File: config.mk
export PLATFORM = sky130hd
export DESIGN_NAME = pu_feeder
export DESIGN_NICKNAME = d
export VERILOG_FILES = /design/src/rtl/pu_pkg.sv /design/src/rtl/pu_res_fifo.sv /design/src/rtl/pu_feeder.sv
export SDC_FILE = /design/constraint.sdc
export NUM_CORES = 1
export LEC_CHECK = 0
export ABC_AREA = 1
export ABC_CLOCK_PERIOD_IN_PS = 4150
export CAP_MARGIN = 20
export CORE_MARGIN = 5
export CORE_UTILIZATION = 47
export CTS_CLUSTER_DIAMETER = 50
export DETAILED_ROUTE_END_ITERATION = 16
export PLACE_DENSITY = 0.8
export SETUP_SLACK_MARGIN = 0.15
export SYNTH_ARGS = -nofsm -noshare
export SYNTH_HDL_FRONTEND = slang
export SYNTH_SLANG_ARGS = --single-unit
File: constraint.sdc
create_clock -name clk -period 4.15 [get_ports clk]
set_input_delay 0.83 -clock clk [delete_from_list [all_inputs] [get_ports clk]]
set_output_delay 0.83 -clock clk [all_outputs]
set_load 0.005 [all_outputs]
File: src/rtl/pu_pkg.sv
// rtl/pu_pkg.sv - shared defaults, FSM encoding and operand-slot constants for the PU feeder
package pu_pkg;

  localparam int DEF_DATA_W    = 32;
  localparam int DEF_PU_LAT    = 2;
  localparam int DEF_RES_DEPTH = 2;

  localparam int LANES = 4;
  localparam int SLOTS = 2 * LANES;

  localparam logic [0:0] ST_LOAD  = 1'b0;
  localparam logic [0:0] ST_ISSUE = 1'b1;

endpackage

File: src/rtl/pu_res_fifo.sv
// rtl/pu_res_fifo.sv - result FIFO; push and pop in one cycle keep the count and the order
module pu_res_fifo #(
  parameter int DATA_W    = 32,
  parameter int RES_DEPTH = 2,
  parameter int CW        = $clog2(RES_DEPTH + 1)
) (
  input  logic              clk,
  input  logic              rst_n,
  input  logic              push,
  input  logic              pop,
  input  logic [DATA_W-1:0] din,
  output logic [DATA_W-1:0] dout,
  output logic [CW-1:0]     count
);

  localparam int PW = (RES_DEPTH > 1) ? $clog2(RES_DEPTH) : 1;

  logic [DATA_W-1:0] mem_q [RES_DEPTH];
  logic [PW-1:0]     rd_q;
  logic [PW-1:0]     wr_q;
  logic [CW-1:0]     cnt_q;
  logic              do_pop;
  logic              full;

  function automatic logic [PW-1:0] nxt(input logic [PW-1:0] p);
    return (p == PW'(RES_DEPTH - 1)) ? '0 : p + 1'b1;
  endfunction

  assign do_pop = pop && (cnt_q != '0);
  assign full   = (cnt_q == CW'(RES_DEPTH));
  assign dout   = mem_q[rd_q];
  assign count  = cnt_q;

  // When full, the write slot equals the head slot, so a simultaneous pop frees it in time.
  always_ff @(posedge clk) begin
    if (!rst_n) begin
      rd_q  <= '0;
      wr_q  <= '0;
      cnt_q <= '0;
    end else begin
      if (push) begin
        mem_q[wr_q] <= din;
        wr_q        <= nxt(wr_q);
      end
      if (do_pop) rd_q <= nxt(rd_q);
      if (push && !do_pop)      cnt_q <= cnt_q + 1'b1;
      else if (!push && do_pop) cnt_q <= cnt_q - 1'b1;
    end
  end

  a_no_overflow: assert property (@(posedge clk) disable iff (!rst_n) !(push && !do_pop && full));

endmodule

File: src/rtl/pu_feeder.sv
// rtl/pu_feeder.sv - serial operand loader feeding a fixed-latency PU, with credit-limited issue
module pu_feeder import pu_pkg::*; #(
  parameter int DATA_W    = DEF_DATA_W,
  parameter int PU_LAT    = DEF_PU_LAT,
  parameter int RES_DEPTH = DEF_RES_DEPTH
) (
  input  logic              clk,
  input  logic              rst_n,
  input  logic              in_valid,
  output logic              in_ready,
  input  logic [DATA_W-1:0] in_data,
  output logic [DATA_W-1:0] a1,
  output logic [DATA_W-1:0] a2,
  output logic [DATA_W-1:0] a3,
  output logic [DATA_W-1:0] a4,
  output logic [DATA_W-1:0] w1,
  output logic [DATA_W-1:0] w2,
  output logic [DATA_W-1:0] w3,
  output logic [DATA_W-1:0] w4,
  output logic              issue,
  input  logic [DATA_W-1:0] pu_out,
  output logic              res_valid,
  input  logic              res_ready,
  output logic [DATA_W-1:0] res_data,
  output logic              busy
);

  localparam int WCNT_W = $clog2(SLOTS);
  localparam int CW     = $clog2(RES_DEPTH + 1);

  logic [0:0]        state_q, state_d;
  logic [WCNT_W-1:0] wcnt_q, wcnt_d;
  logic [DATA_W-1:0] ops_q [SLOTS];
  logic [PU_LAT-1:0] vld_q, vld_d;
  logic [CW-1:0]     fifo_cnt;
  logic [31:0]       used;
  logic              accept;
  logic              push;
  logic              pop;

  assign in_ready = rst_n && (state_q == ST_LOAD);
  assign accept   = in_valid && in_ready;

  // Credit counts buffered plus in-flight results; a pop this cycle is not credited until next cycle.
  always_comb begin
    used = 32'(fifo_cnt);
    for (int i = 0; i < PU_LAT; i++) used = used + 32'(vld_q[i]);
  end

  assign issue = (state_q == ST_ISSUE) && (used < 32'(RES_DEPTH));

  always_comb begin
    state_d = state_q;
    wcnt_d  = wcnt_q;
    if (accept) begin
      wcnt_d = wcnt_q + 1'b1;
      if (wcnt_q == WCNT_W'(SLOTS - 1)) state_d = ST_ISSUE;
    end else if (issue) begin
      state_d = ST_LOAD;
    end
  end

  always_comb begin
    vld_d    = vld_q << 1;
    vld_d[0] = issue;
  end

  always_ff @(posedge clk) begin
    if (!rst_n) begin
      state_q <= ST_LOAD;
      wcnt_q  <= '0;
      vld_q   <= '0;
      for (int i = 0; i < SLOTS; i++) ops_q[i] <= '0;
    end else begin
      state_q <= state_d;
      wcnt_q  <= wcnt_d;
      vld_q   <= vld_d;
      if (accept) ops_q[wcnt_q] <= in_data;
    end
  end

  assign push      = vld_q[PU_LAT-1];
  assign res_valid = (fifo_cnt != '0);
  assign pop       = res_valid && res_ready;
  assign busy      = (state_q != ST_LOAD) || (wcnt_q != '0) || (|vld_q) || res_valid;

  pu_res_fifo #(
    .DATA_W    (DATA_W),
    .RES_DEPTH (RES_DEPTH)
  ) u_res_fifo (
    .clk   (clk),
    .rst_n (rst_n),
    .push  (push),
    .pop   (pop),
    .din   (pu_out),
    .dout  (res_data),
    .count (fifo_cnt)
  );

  assign a1 = ops_q[0];
  assign a2 = ops_q[1];
  assign a3 = ops_q[2];
  assign a4 = ops_q[3];
  assign w1 = ops_q[4];
  assign w2 = ops_q[5];
  assign w3 = ops_q[6];
  assign w4 = ops_q[7];

endmodule
* After elaboration in Yosys (flattened, before gate mapping)
Memory sizes are Yosys's and may differ from the RTL's. A register that Yosys moved wholly into a read port is not among the register bits.
Index checks and enable logic that the tools add are counted.
** Word-level totals
- RAM bits :: 320
- Memories :: 2
- Register bits after elaboration :: 10
- Logic and storage cells :: 57
- Input bits :: 68
- Output and inout port bits :: 292
** Memory list
- ops_q :: words 8, width 32, rd ports 8, clocked after Yosys merged registers in 0, wr ports 8, RTL line pu_feeder.sv:33 : logic [DATA_W-1:0] ops_q [SLOTS];
- u_res_fifo.mem_q :: words 2, width 32, rd ports 1, clocked after Yosys merged registers in 1, wr ports 1, RTL line pu_res_fifo.sv:18 : logic [DATA_W-1:0] mem_q [RES_DEPTH];
** Operators by class
- Mux-type cells :: 19
- Bitwise operators :: 1
- Reduce and logical (&&, ||, !) cells :: 19
- Equality and inequality tests :: 2
- $add $sub $neg :: 7
- $lt $le $gt $ge :: 1
** Operator list (count)
- $mux 32 :: 1
- $reduce_or 32->1 :: 1
- $mux 1 :: 15
- $logic_and 1x1->1 :: 7
- $reduce_bool 2->1 :: 3
- $add 3x1->4 :: 1
- $lt 4x2->1 const B :: 1
- $mux 2 :: 2
- $add 2x1->3 :: 1
- $add 3x1->3 const B :: 1
- $eq 3x3->1 const B :: 1
- $logic_or 1x1->1 :: 3
- $mux 3 :: 1
- $reduce_bool 3->1 :: 1
- $add 1x1->1 const B :: 2
- $add 2x1->2 const B :: 1
- $logic_not 1->1 :: 2
- $ne 2x1->1 const B :: 1
- $reduce_and 2->1 :: 1
- $reduce_or 2->1 :: 1
- $sub 2x1->2 const B :: 1
- $not 1->1 :: 1

* Longest topological paths before layout
Gate-level depths: netlist of the first run.
- Depth in word-level cells :: 8
- Depth in mapped cells :: 9
- Gate-level depth less buffers :: 9

* By module
From an unflattened synthesis of the first run, not the netlist that was laid out.
** Unflattened totals
- Cells, all modules :: 771
- Area, all modules :: 12035.3 um^2
** By module, submodules not included
- pu_feeder :: area an instance 9335.2 um^2, times used 1, seq. area each 7807.5 um^2, cells an instance 636
- pu_res_fifo :: area an instance 2700.1 um^2, times used 1, seq. area each 2021.9 um^2, cells an instance 135

* Worst setup path before layout of the first run
Ideal clock, no wire load.
- Kind :: input -> register
- Start point :: in rst_n
- End point :: mem u_res_fifo.mem_q[1][0], enable pin
- Cell stages on the path :: 3
- Setup slack :: 0.432 ns
- Library setup time :: 0.461 ns
- Arrival :: 3.257 ns
- Required time :: 3.689 ns
- Path buffers :: 1
- Path through :: buf_4 > inv_1 > nor3_1
** Between the ends
- Word-level cells in the longest chain between the ends :: 2
** RTL lines
- from (decl) :: RTL line pu_feeder.sv:8 : input logic rst_n,
- $mux 1 :: RTL line pu_res_fifo.sv:36 : if (!rst_n) begin
- $mux 1 (implied by the code) :: RTL line pu_res_fifo.sv:42 : mem_q[wr_q] <= din;
- to (decl) :: RTL line pu_res_fifo.sv:18
No other way between the ends.

==> results of run 1 <==
## stage by stage
stage / area (um^2) / power (mW) / util [%]
after floorplan: 12100 / 4.09 / -
after global placement: 15900 / 4.53 / 62.8
after detailed placement: 15900 / 4.54 / 62.8
after CTS: 17000 / 7.71 / 67.5
after global routing: 17000 / 7.92 / 67.5
final: 17000 / 7.68 / 67.5
## worst max-delay path: cells and delay by family (launching register included)
kind	cells	cell delay, ns
buf+inv	2	0.78
flops	1	0.87
mux	1	0.35
## layer usage
metal / GRT usage [%] / up-vias / wire [um]
met5: 0 / - / 0
met4: 11.0 / 0 / 1770
met3: 6.67 / 100 / 3380
met2: 39.2 / 456 / 17500
met1: 26.2 / 3739 / 11500
li1: - / 3386 / -
## final cells by class
cell class	count	area, um^2
Clock buffer	44	941
Timing Repair Buffer	365	3640
Sequential cell	331	9830
Clock inverter	20	250
Tap cell	330	413
Fill cell	1676	8210
Multi-Input combinational cell	355	1790
Inverter	49	184
## synth_stat cells (all sizes together)
master	count
nor3	2
edfxtp	320
ha	5
dfxtp	11
o21ai	4
mux2	32
nand4	2
nand2	29
nor2	269
a21oi	6
nand3	5
buf	28
inv	49
o21a	1
clkbuf	2
## sequential cells by signal, indices dropped and copies added (netlist names), named ones only
| register | flops |
|---|---|
| ops_q | 256 |
| state_q | 1 |
| u_res_fifo.count | 2 |
| u_res_fifo.mem_q | 64 |
| u_res_fifo.rd_q | 1 |
| u_res_fifo.wr_q | 1 |
| vld_q | 2 |
| wcnt_q | 3 |
## worst max path at each step
stage | slack (ns) | from | cells after the start | to
detailed placement | 0.76 | in_valid | 5 | ops_q[3][19]
global placement | 0.86 | in_valid | 5 | ops_q[2][10]
finish | 0.82 | flip-flop | 3 | res_data[3]
floorplan | 0.43 | rst_n | 3 | u_res_fifo.mem_q[1][0]
global route | 0.67 | flip-flop | 3 | res_data[18]
CTS | 0.75 | flip-flop | 3 | res_data[3]
## power by group through the flow
stage	Sequential [mW]	Combinational (mW)	Clock (mW)
6_report	3.85	0.619	3.21
5_1_grt	3.86	0.656	3.40
4_1_cts	3.85	0.626	3.23
3_5_place_dp	3.92	0.621	0
3_3_place_gp	3.92	0.606	0
2_1_floorplan	3.92	0.171	0
## kinds of logic (layout without fill, tap and decap cells)
logic type	Yosys count	in the layout
muxes	32	32
and+or+nand+nor	307	307
adders and majority gates	5	5
AOI/OAI and AO/OA	11	11
buffers and inverters	79	478
DFF	331	331
==> impl_metrics.json, run 1 <==
{
  "status": "complete, no violations",
  "cts.repair.resized": 0,
  "hold_viol_final": 0,
  "rsz0062_at_grt": "false",
  "reg2reg_slack_ns": 1.69,
  "p_leak_nw": 6.49,
  "holdWs_ns": 0.461,
  "place_congestion": 0.813,
  "maxCapViolCount": 0,
  "diodes": 0,
  "hold_depth": 2,
  "ioPinCount": 360,
  "start_kind": "flip-flop",
  "drc": 0,
  "ys_ff_latch": 331,
  "netlist_top_cells_area": "edfxtp_1 80%, nor2_1 8.2%, mux2_1 2.4%",
  "die_w_um": 170,
  "fin_cells": 1494,
  "first_pass_iters": 5,
  "min_to": "vld_q[1]",
  "synth_mux_area_share_pct": 2.98,
  "power_density_nw_per_um2": 451,
  "overflow": 0,
  "maxSlewViolCount": 0,
  "grt_pass1_vias": 7683,
  "reg2reg_to": "ops_q[3][31]",
  "cts_sinks": 331,
  "final_common_cell": "clkdlybuf4s50_1",
  "syn-num-nets": 838,
  "areaGrowthSynthToFinish_pct": 41.2,
  "core_um2": 25300,
  "p_int_mw": 6.06,
  "antenna_found_initial": 0,
  "grt_pass1_wl_um": 48800,
  "start_util_pct": 47.8,
  "syn_area_per_cell_um2": 15.8,
  "period_share_pct": 80.3,
  "fin_skew_ns": 0.0153,
  "num_vias": 7681,
  "die_area_um2": 29000,
  "synth_simple_gate_area_share_pct": 10.6,
  "num_rows": 58,
  "cts_root_buf": "clkbuf_16",
  "cts_made_buffers": 35,
  "power.switching_mw": 1.62,
  "netlist_area_um2": 12100,
  "reg2reg_depth": 4,
  "r2r_start": "wcnt_q[1]",
  "cp_cell_sequence": "buf_4 -> mux2_1 -> clkdlybuf4s50_1",
  "path_clk_slew_ns": 0.06,
  "slowest_delay_ns": 0.87,
  "switching_share_pct": 21.1,
  "wl_per_cell_um": 22.8,
  "synth_compound_area_share_pct": 0.477,
  "p_seq_share_pct": 50.1,
  "cp_slowest_cell": "dfxtp_1",
  "path_class": "reg -> out",
  "synthAdderAreaFrac_pct": 0.518,
  "fin_ws_ns": 0.818,
  "required_ns": 3.32,
  "cts_tree": "done",
  "drive_gt1_share_pct": 7.90,
  "hp-start": "vld_q[0]",
  "setup_viol": 0,
  "worstSkewPairLatency_ns": 0.50,
  "final_cell_mix": "359 x clkdlybuf4s50_1, 320 x edfxtp_1, 263 x nor2_1",
  "yosysWarnings": 0,
  "synth.distinct_cells": 23,
  "htreeDepth": 2,
  "netlist.area_leader.share_pct": 79.6,
  "final.setup.tns_ns": 0,
  "ys_seq_area_share_pct": 81.4,
  "grt_max_degree": 34,
  "dpl.hpwl_um": 23400,
  "finalCriticalPeriod_ns": 3.33,
  "dpl.cell_count": 1430,
  "synth_top_family_by_area": "simple AND/OR/NAND/NOR gates",
  "synth_xor_area_share_pct": 0,
  "clockPowerShare_pct": 41.8,
  "cts_buffer_depth": 3,
  "drt_iter0_markers": 965,
  "hold_class": "reg -> reg",
  "cts_hold_buffers": 0,
  "nNetsFinal": 1210,
  "tightest_slew_ns": 0.966,
  "grtUsageTotal_pct": 22.8,
  "routed_wl_um": 34100,
  "max_freq_mhz": 300,
  "cp_max_fo": 18,
  "synth_cells": 765,
  "combPwrFrac_pct": 8.1,
  "crit_path_end_kind": "output port",
  "ant_nets": 0,
  "max_slew_margin_pct": 35.3,
  "postCtsSetupBuffers": 0,
  "arrival_ns": 2.50,
  "synth_top_area_cell": "edfxtp_1",
  "dp_slack_ns": 0.759,
  "die_h_um": 170,
  "io_buffer_count": 359,
  "ir_drop_mv": 0.392,
  "drt-vias-per-instance": 5.14
}
(Power assumes the default switching activity.)
==> run 2: changes to the inputs <==
ABC_CLOCK_PERIOD_IN_PS = 3220   (was 4150)
clock period = 3.22 ns   (was 4.15 ns; I/O delays follow)
==> run 2 against run 1 <==
  * Register-to-register slack worse by 0.28 ns
  * Worst hold slack better by 0.0070 ns
  * Sequential cell count stayed put
  * Core utilization is 0.76 points higher
  * Critical endpoint is now in_ready
  * Critical path type is now in -> out
  * Sequential share of layout area is 0.64 points lower
  * Routed wire length is 3.3% lower
  * Combinational power is 34% higher
  * Via count is 1.5% lower
  * Critical path depth is 1 higher
  * First-iteration DRC count is 24% lower
  * Final area is 1.1% higher
==> impl_metrics.json, run 2 (same netlist as run 1, synthesis figures left out) <==
{
  "final_util_pct": 68.2,
  "grt_max_degree": 34,
  "htreeDepth": 2,
  "postCtsSetupBuffers": 0,
  "cp_common_cell": "clkdlybuf4s50_1",
  "dpl.cell_count": 1444,
  "ioPinCount": 360,
  "fin_skew_ns": 0.0301,
  "start_util_pct": 47.8,
  "cp_num_cells": 4,
  "die_area_um2": 29000,
  "place_congestion": 0.802,
  "cp_top_family": "buffers and inverters",
  "diodes": 0,
  "worstSkewPairLatency_ns": 0.51,
  "antenna_found_initial": 0,
  "r2r_start": "state_q",
  "cts_buffer_depth": 3,
  "num_vias": 7567,
  "p_leak_nw": 6.59,
  "crit_path_start": "rst_n",
  "areaGrowthSynthToFinish_pct": 42.8,
  "grtUsageTotal_pct": 22.1,
  "maxSlewViolCount": 0,
  "cp_cell_sequence": "clkdlybuf4s50_1 -> inv_1 -> nor2_1 -> clkdlybuf4s50_1",
  "cp_slowest_cell": "clkdlybuf4s50_1",
  "dpl.hpwl_um": 22800,
  "hold_class": "reg -> reg",
  "switching_share_pct": 20.5,
  "cts.repair.resized": 0,
  "reg2reg_slack_ns": 1.41,
  "nNetsFinal": 1224,
  "period_share_pct": 84.1,
  "cp_num_buf_inv": 3,
  "overflow": 0,
  "drive_gt1_share_pct": 8.66,
  "drt_iter0_markers": 734,
  "hold_viol_final": 0,
  "max_freq_mhz": 369,
  "start_kind": "primary input",
  "die_h_um": 170,
  "drc": 0,
  "p_int_mw": 7.87,
  "clockPowerShare_pct": 41.7,
  "tightest_slew_ns": 0.495,
  "largest_register_ffs": 256,
  "required_ns": 2.58,
  "largest_registers": "ops_q: 256 flops, u_res_fifo.mem_q: 64 flops, wcnt_q: 3 flops",
  "p_seq_share_pct": 49.9,
  "reg2reg_to": "ops_q[6][26]",
  "maxCapViolCount": 0,
  "cts_root_buf": "clkbuf_16",
  "status": "complete, no violations",
  "wl_per_cell_um": 21.9,
  "cts_hold_buffers": 0,
  "routed_wl_um": 33000,
  "drt-vias-per-instance": 5.02,
  "slowest_delay_ns": 0.55,
  "max_slew_margin_pct": 67.0,
  "arrival_ns": 2.07,
  "fin_cells": 1508,
  "finalCriticalPeriod_ns": 2.71,
  "ir_drop_mv": 0.586,
  "power.switching_mw": 2.03,
  "power_density_nw_per_um2": 574,
  "cts_made_buffers": 35,
  "combPwrFrac_pct": 8.4,
  "setup_viol": 0,
  "path_class": "in -> out",
  "path_clk_slew_ns": 0.05,
  "cts_tree": "done",
  "regMostFlops": "ops_q",
  "endpoint": "in_ready",
  "cp_max_fo": 6,
  "grt_pass1_vias": 7648,
  "first_pass_iters": 5,
  "final_common_cell": "clkdlybuf4s50_1",
  "die_w_um": 170,
  "io_buffer_count": 359,
  "grt_pass1_wl_um": 47500,
  "crit_path_end_kind": "output port",
  "num_rows": 58,
  "reg2reg_depth": 6,
  "core_um2": 25300,
  "final.setup.tns_ns": 0,
  "cts_sinks": 331,
  "ant_nets": 0,
  "final_cell_mix": "359 x clkdlybuf4s50_1, 320 x edfxtp_1, 263 x nor2_1",
  "rsz0062_at_grt": "false"
}
==> run 2: cell types whose count changed in the layout (fill, tap and decap cells not counted), sizes merged <==
cell and change:
buf +14, bufinv +1, clkbuf +1, clkinv -1, clkinvlp -1
==> run 2: how the worst min path moves through the flow <==
stage | startpoint | endpoint | slack [ns] | depth (start not counted)
after global routing | u_res_fifo.wr_q | u_res_fifo.wr_q | 0.49 | 2
after floorplan | vld_q[0] | vld_q[1] | 0.43 | 2
after global placement | vld_q[0] | vld_q[1] | 0.45 | 2
after CTS | vld_q[0] | vld_q[1] | 0.46 | 2
after detailed placement | vld_q[0] | vld_q[1] | 0.45 | 2
final | vld_q[0] | vld_q[1] | 0.47 | 2
==> run 2: tightest hold or removal path, stage by stage, from the launching register on <==
cell     delay [ns]
dfxtp_1        0.33
nand2_1        0.07
inv_1          0.03
==> run 2: power groups by stage <==
| stage | clock, mW | sequential [mW] | combinational [mW] |
|---|---|---|---|
| final | 4.13 | 4.94 | 0.830 |
| after global routing | 4.39 | 4.96 | 0.879 |
| after CTS | 4.18 | 4.94 | 0.844 |
| after detailed placement | 0 | 5.03 | 0.838 |
| after global placement | 0 | 5.03 | 0.822 |
| after floorplan | 0 | 5.05 | 0.221 |
==> run 2: final cells by class <==
class | instances | area, um^2
sequential | 331 | 9830
fill | 1621 | 8020
timing repair buffer | 379 | 3820
multi-input combinational | 355 | 1790
clock buffer | 45 | 935
tap | 330 | 413
clock inverter | 19 | 263
inverter | 49 | 184
==> run 2: metrics by stage <==
step	cell area, um^2	hold WS (ns)	setup WS [ns]	power, mW
after floorplan	12100	0.430	0.551	5.27
after CTS	17200	0.460	0.465	9.96
after detailed placement	16000	0.453	0.535	5.87
after global routing	17200	0.491	0.439	10.2
final	17200	0.468	0.511	9.90
after global placement	16000	0.449	0.557	5.85
==> run 2: metal layers <==
metal  vias up  global-route usage [%]  routed length, um
met1      3679                    25.7              11500
li1       3420                       -                  -
met2       380                    37.7              16800
met5         -                       0                  0
met3        88                    6.69               3130
met4         0                    9.90               1530
==> run 3: changes to the inputs <==
ABC_CLOCK_PERIOD_IN_PS = 2400   (was 3220)
CORE_UTILIZATION = 42   (was 47)
PLACE_DENSITY = 0.75   (was 0.8)
clock period = 2.4 ns   (was 3.22 ns; I/O delays follow)
==> run 3 against run 2 <==
  * Register-to-register slack worse by 0.60 ns
  * Critical path depth stayed put
  * Highest routed layer unchanged
  * Critical path type is now reg -> out
  * Routed wire length is 5.0% higher
  * Worst hold slack worse by 0.0096 ns
==> impl_metrics.json, run 3 (same netlist as run 1, synthesis figures left out) <==
{
  "grt_max_degree": 33,
  "arrival_ns": 1.84,
  "final_cell_mix": "326 x clkdlybuf4s50_1, 320 x edfxtp_1, 263 x nor2_1",
  "hold_class": "reg -> reg",
  "grt_pass1_vias": 7989,
  "htreeDepth": 2,
  "num_rows": 62,
  "period_share_pct": 96.5,
  "ir_drop_mv": 0.583,
  "tightest_slew_ns": 0.486,
  "finalCriticalPeriod_ns": 2.32,
  "cp_max_fo": 4,
  "overflow": 0,
  "p_leak_nw": 6.94,
  "cp_slowest_cell": "clkdlybuf4s50_1",
  "cts_sinks": 331,
  "maxCapViolCount": 0,
  "num_vias": 7730,
  "fill_cells": 2126,
  "crit_path_end_kind": "output port",
  "final_common_cell": "clkdlybuf4s50_1",
  "routed_wl_um": 34600,
  "start_kind": "flip-flop",
  "diodes": 0,
  "slowest_delay_ns": 0.54,
  "r2r_start": "state_q",
  "regMostFlops": "ops_q",
  "reg2reg_to": "ops_q[2][23]",
  "power_density_nw_per_um2": 750,
  "ioPinCount": 360,
  "hold_depth": 2,
  "max_freq_mhz": 432,
  "min_to": "vld_q[1]",
  "cts_root_buf": "clkbuf_16",
  "antenna_found_initial": 0,
  "cts_hold_buffers": 0,
  "reg2reg_slack_ns": 0.81,
  "cts_buffer_depth": 3,
  "fin_skew_ns": 0.0247,
  "place_congestion": 0.814,
  "die_area_um2": 32200,
  "grtUsageTotal_pct": 20.6,
  "io_buffer_count": 359,
  "cp_cell_sequence": "inv_2 -> ha_1 -> nand3_1 -> clkdlybuf4s50_1",
  "hp-start": "vld_q[0]",
  "wl_per_cell_um": 21.7,
  "fin_ws_ns": 0.0844,
  "max_slew_margin_pct": 67.6,
  "cts_made_buffers": 37,
  "first_pass_iters": 5,
  "maxSlewViolCount": 0,
  "rsz0062_at_grt": "true",
  "dpl.hpwl_um": 23800,
  "drt-vias-per-instance": 4.84,
  "drive_gt1_share_pct": 11.7,
  "reg2reg_depth": 6,
  "die_h_um": 180,
  "placed_area_um2": 16400,
  "drc": 0,
  "nNetsFinal": 1257,
  "grt_pass1_wl_um": 50900,
  "largest_register_ffs": 256,
  "largest_registers": "ops_q: 256 flops, u_res_fifo.mem_q: 64 flops, wcnt_q: 3 flops",
  "required_ns": 1.92,
  "final.setup.tns_ns": 0,
  "fin_area_um2": 17700,
  "path_clk_slew_ns": 0.05,
  "core_um2": 28500,
  "die_w_um": 180,
  "drt_iter0_markers": 639,
  "setup_viol": 0,
  "start_util_pct": 42.3,
  "hold_viol_final": 0,
  "cts_tree": "done",
  "areaGrowthSynthToFinish_pct": 47.0,
  "dp_slack_ns": 0.158,
  "path_class": "reg -> out",
  "worstSkewPairLatency_ns": 0.52,
  "ant_nets": 0,
  "status": "complete, no violations"
}
[run 3: cell count changes in the layout (fill, tap and decap cells not counted), moves of 9 or more]
cell             change
buf_12              +13
dlymetal6s2s_1       +9
buf_4               +15
clkdlybuf4s50_1     -33
clkdlybuf4s15_1     +10
dlygate4sd2_1       +13
[run 3: area by class of cell]
cell class | instances | area [um^2] | area share (%)
flip-flops and latches | 331 | 9840 | 55.4
repair buffers | 410 | 4270 | 24.1
multi-input cells | 355 | 1790 | 10.1
clock buffers | 47 | 985 | 5.55
well taps | 384 | 480 | 2.71
clock inverters | 21 | 196 | 1.11
inverters | 49 | 184 | 1.04
[run 3: critical path, delay by kind of cell, from the launching register on]
family / cells / cell delay [ns]
simple gates: 1 / 0.09
fa+ha+maj: 1 / 0.22
flops: 1 / 0.38
buf+inv: 2 / 0.62
[run 3: how the worst max path moves through the flow]
stage | to | cells past startpoint | start
floorplan | u_res_fifo.mem_q[0][0] | 3 | rst_n
global placement | ops_q[0][18] | 7 | rst_n
detailed placement | ops_q[0][20] | 7 | rst_n
CTS | res_data[17] | 3 | flip-flop
global route | busy | 4 | wcnt_q[0]
finish | busy | 4 | wcnt_q[0]
[run 3: layer usage]
metal	vias to the layer above	GRT usage (%)	routed length (um)
met3	77	5.01	2200
met1	3835	24.1	12900
met4	0	7.99	1390
met5	-	0	0
met2	330	36.9	18100
li1	3488	-	-
[run 3: repair_timing]
item / CTS / global route
buffers inserted: 6 / 9
cloned: 1 / 2
setup endpoints to repair: 34 / 22
gates resized for setup: 29 / 23
pin swaps: 0 / 0
[run 3: report_power, final]
group / total, mW / internal, mW / switching, mW
combinational: 1.23 / 0.675 / 0.557
sequential: 6.64 / 6.56 / 0.0858
clock: 5.44 / 3.17 / 2.26
[run 3: per-stage QoR]
step | instances | hold slack, ns | utilization, % | power [mW]
after CTS | 1586 | 0.458 | 61.6 | 13.4
after global routing | 1597 | 0.499 | 62.2 | 13.7
final | 1597 | 0.458 | 62.2 | 13.3
after floorplan | 765 | 0.430 | - | 7.07
after global placement | 1511 | 0.442 | 57.3 | 7.91
after detailed placement | 1511 | 0.455 | 57.3 | 7.94
